**src/rtl/alu_result_stage.sv**
```systemverilog
// alu_result_stage: 2-entry in-order result buffer between the ALU and
// writeback, plus the architectural {N,Z,C,V} flag register.
// Optional feature macro: ALU_STICKY_OV_EN (builds the sticky overflow bit).
module alu_result_stage #(
  parameter int unsigned DEPTH = 2,
  parameter int unsigned RD_W  = 3
) (
  input  logic            clk,
  input  logic            rst,
  input  logic            in_valid,
  output logic            in_ready,
  input  logic [23:0]     in_result,
  input  logic            in_zero,
  input  logic            in_carry,
  input  logic            in_overflow,
  input  logic [RD_W-1:0] in_rd,
  input  logic            in_wr_en,
  input  logic            in_set_flags,
  input  logic            flush,
  output logic            out_valid,
  input  logic            out_ready,
  output logic [23:0]     out_result,
  output logic [RD_W-1:0] out_rd,
  output logic            out_wr_en,
  output logic [3:0]      flags,
  output logic            ov_sticky
);

  localparam int unsigned DATA_W   = 24;
  localparam logic [1:0]  FULL_CNT = 2'(DEPTH);

  // State encoding equals buffer occupancy.
  typedef enum logic [1:0] {
    EMPTY = 2'd0,
    ONE   = 2'd1,
    TWO   = 2'd2
  } state_e;

  typedef struct packed {
    logic [DATA_W-1:0] result;
    logic [RD_W-1:0]   rd;
    logic              wr_en;
  } entry_t;

  state_e state_q, state_d;
  entry_t head_q, head_d;
  entry_t tail_q, tail_d;
  logic [3:0] flags_q, flags_d;
  entry_t in_entry;
  logic push;
  logic pop;

  assign in_ready = (2'(state_q) != FULL_CNT) & ~rst;
  assign out_valid = (state_q != EMPTY);
  assign push = in_valid & in_ready;
  assign pop  = out_valid & out_ready;
  assign in_entry = '{result: in_result, rd: in_rd, wr_en: in_wr_en};

  assign out_result = head_q.result;
  assign out_rd     = head_q.rd;
  assign out_wr_en  = head_q.wr_en;
  assign flags      = flags_q;

  // State, buffer and flag registers with synchronous reset.
  always_ff @(posedge clk) begin
    if (rst) begin
      state_q <= EMPTY;
      head_q  <= '0;
      tail_q  <= '0;
      flags_q <= '0;
    end else begin
      state_q <= state_d;
      head_q  <= head_d;
      tail_q  <= tail_d;
      flags_q <= flags_d;
    end
  end

  // Occupancy transitions, head/tail movement and flag capture; flush wins.
  always_comb begin
    state_d = state_q;
    head_d  = head_q;
    tail_d  = tail_q;
    flags_d = flags_q;
    if (flush) begin
      state_d = EMPTY;
    end else begin
      case (state_q)
        EMPTY: begin
          if (push) begin
            head_d  = in_entry;
            state_d = ONE;
          end
        end
        ONE: begin
          if (push && pop) begin
            head_d = in_entry;
          end else if (push) begin
            tail_d  = in_entry;
            state_d = TWO;
          end else if (pop) begin
            state_d = EMPTY;
          end
        end
        TWO: begin
          if (pop) begin
            head_d  = tail_q;
            state_d = ONE;
          end
        end
        default: state_d = EMPTY;
      endcase
      if (push && in_set_flags) begin
        flags_d = {in_result[DATA_W-1], in_zero, in_carry, in_overflow};
      end
    end
  end

`ifdef ALU_STICKY_OV_EN
  logic sticky_q, sticky_d;

  // Sticky overflow: set by any surviving flag-setting push with overflow.
  always_comb begin
    sticky_d = sticky_q;
    if (push && in_set_flags && in_overflow && !flush) begin
      sticky_d = 1'b1;
    end
  end

  // Sticky register, cleared only by reset.
  always_ff @(posedge clk) begin
    if (rst) sticky_q <= 1'b0;
    else     sticky_q <= sticky_d;
  end

  assign ov_sticky = sticky_q;
`else
  assign ov_sticky = 1'b0;
`endif

endmodule

```
**config.mk**
```make
export PLATFORM = sky130hd
export DESIGN_NAME = alu_result_stage
export DESIGN_NICKNAME = d
export VERILOG_FILES = /design/src/rtl/alu_result_stage.sv
export SDC_FILE = /design/constraint.sdc
export NUM_CORES = 1
export LEC_CHECK = 0
export CAP_MARGIN = 15
export CORE_MARGIN = 2
export CORE_UTILIZATION = 40
export CTS_BUF_LIST = sky130_fd_sc_hd__clkbuf_4 sky130_fd_sc_hd__clkbuf_8
export CTS_CLUSTER_SIZE = 8
export DETAILED_ROUTE_END_ITERATION = 6
export PLACE_DENSITY_LB_ADDON = 0.2
export SLEW_MARGIN = 10
export SYNTH_ARGS = -nofsm -noshare
export SYNTH_HDL_FRONTEND = slang
export SYNTH_SLANG_ARGS = --single-unit
```
**constraint.sdc**
```tcl
create_clock -name clk -period 1.35 [get_ports clk]
set_input_delay 0.2025 -clock clk [delete_from_list [all_inputs] [get_ports clk]]
set_output_delay 0.2025 -clock clk [all_outputs]
set_load 0.02 [all_outputs]
```
==> out/summary.txt <==
Hold Violations, Final - 0
P&R area growth vs syn - 53.0%
crit path capture type - register
RSZ-0062 raised after global routing - yes
final worst slack - -0.127 ns
CP peak stage delay - 0.44 ns
fmax - 677 MHz
setup tns final - -4.38 ns
GR peak layer - met2
share of layout cells above drive strength 1 - 0.307
initial core utilization - 0.412
met1 Track Usage GR - 0.273
# diodes - 0
cts hold-fix bufs - 0
slowest CP cell - or3b_2
grt total ovfl - 0
WL/cell - 17.7 um
Core Util, Final - 0.631
drt first pass iters - 4
Die X - 90.4 um
failing checks - setup timing
Site Rows - 31
Leakage - 1.88 nW
Setup crit start kind - register
Final setup viols - 58
CTS tree - done
htree depth - 3
CTS Buffer Depth - 2
die area - 0.00818 mm^2
post-DP HPWL - 4.96 mm
met3 Track Usage GR - 0.0584
Synth Area per Inst - 9.03 um^2
Post-Synthesis Cell Area - 0.00299 mm^2
CP max FO - 12
CP cell instances - buf_6 -> buf_8 -> or3b_2 -> o211ai_1 -> mux2i_1
first-pass GRT wire length - 13.1 mm
largest net degree at the start of global routing - 46
clk sinks - 62
Slew Limit Fails - 0
I/O pin count - 72
P per Cell Area - 969 mW/mm^2
critical path class - register to register
Synth Instances - 331
clk_lat worst skew - 0.34 ns
worst min path class - input port to register
clk_skew - 0.0104 ns
non-filler cells in the finished layout - 522
CP Data Arrival Time - 1.69 ns
GR Util met2 - 0.308
Top delay family on crit path - simple AND/OR/NAND/NOR gates
Nets - 455
Fillers - 640
Tmin final - 1.48 ns
Seq cells post-synth - 62
wirelength, routed - 9.24 mm
CTS buffer count - 9
DR vias - 2861
Netlist cell types - 31
Synth Warn # - 0
worst path buffer plus inverter count - 2
DR iter-0 viols - 228
post-synthesis sequential area ratio - 0.415
Worst VDD drop - 572 uV
Core Box Area - 0.00725 mm^2
outcome - complete, but fails checks
area of the multi-input gates - 0.00170 mm^2
maxcap violations - 0
FFs w/ async S/R, synth - 0
Placed Cells - 487
register area - 0.00125 mm^2
Die Y-Extent - 90.4 um
Worst Path Required - 1.56 ns
prevailing post-synth register cell - dfxtp_1
port bufs - 70
vias in the first global route - 2563
antenna-violating nets left - 0
final worst-path cycle share - 1.09
initial antenna violation count - 0
CTS clk-pin slew, worst paths - 0.07 ns
Synth Net Count - 368
root buffer cell - clkbuf_8
number of synthesized flops with an enable pin - 0
drt drc - 0
total track usage - 0.200
DR vias/cell - 5.48
GPL Wtd Cong - 0.750
[synth_stat cells, drive strengths merged (12+ instances only)]
library cell	instances	area, um^2
nand3	32	160
a21oi	33	165
buf	24	163
clkbuf	12	45.0
or3b	31	272
o211ai	28	210
dfxtp	62	1240
o21ai	32	160
nand2	29	109
mux2i	29	290
[cell type report]
cell class,instances,area share
Inverter,2,0.00164
Clock buffer,10,0.0287
Tap cell,99,0.0271
Sequential cell,62,0.273
Multi-Input combinational cell,231,0.372
Timing Repair Buffer,112,0.278
Clock inverter,6,0.0189
[timing repair]
| action | in CTS | in global routing |
|---|---|---|
| pin swaps | 4 | 45 |
| setup buffers | 7 | 1 |
| gates cloned | 4 | 8 |
| resized for setup | 63 | 45 |
| hold endpoints to repair | 0 | 0 |
| endpoints found under the setup margin | 94 | 61 |
[registers in the layout, indices dropped and copies added, names as in the netlist]
signal      count
flags           4
out_rd          3
out_result     24
out_wr_en       1
state_q         2
tail_q         28
[cell usage in the layout (no fill, tap or decap), drive strengths merged, types with 2 or more instances in the layout]
master	netlist	final
dfxtp	62	62
buf	24	39
dlygate4sd2	0	35
clkdlybuf4s50	0	33
a21oi	33	33
nand3	32	32
o21ai	32	32
or3b	31	31
nand2	29	29
mux2i	29	29
o211ai	28	28
clkbuf	12	15
clkinv	0	3
nor2	2	2
nor3b	2	2
and4bb	2	2
bufinv	0	2
inv	2	2
[power breakdown]
part	total [mW]	leakage [nW]	internal, mW	switching (mW)
clock	1.80	0.110	1.06	0.744
sequential	1.90	0.504	1.88	0.0244
combinational	0.731	1.27	0.367	0.365
total	4.43	1.88	3.30	1.13
[worst paths after layout]
kind	from	end	slack [ns]	cells after the start
worst max-delay path	state_q[1]	out_rd[1]	-0.13	5
worst min-delay path	rst	state_q[1]	0.25	2
worst max register to register	state_q[1]	out_rd[1]	-0.13	5
worst min register to register	out_result[0]	out_result[0]	0.45	2
[metal layers]
layer	routed length (um)	share of wire	vias up
met5	0	0	-
met4	149	0.016	0
met3	607	0.066	12
met2	4370	0.47	114
met1	4110	0.44	1352
li1	-	-	1383
[metrics by stage]
stage / power (mW) / hold WS (ns) / instance area (um^2) / worst slack [ns]
after global routing: 4.58 / 0.256 / 4570 / -0.173
final: 4.43 / 0.253 / 4570 / -0.127
after global placement: 2.56 / 0.446 / 3880 / -0.431
after detailed placement: 2.56 / 0.452 / 3880 / -0.490
after CTS: 4.37 / 0.235 / 4230 / -0.103
after floorplan: 2.25 / 0.286 / 3000 / -0.0397
[logic make-up after synthesis]
| group | count (synthesis) | share of synthesized area |
|---|---|---|
| DFF | 62 | 0.415 |
| and+or+nand+nor | 105 | 0.225 |
| muxes | 29 | 0.0971 |
| buffers and inverters | 38 | 0.0720 |
| AOI/OAI and AO/OA | 96 | 0.190 |
| other | 1 | 0.00125 |
No activity file was read; power rests on OpenSTA's default activity.
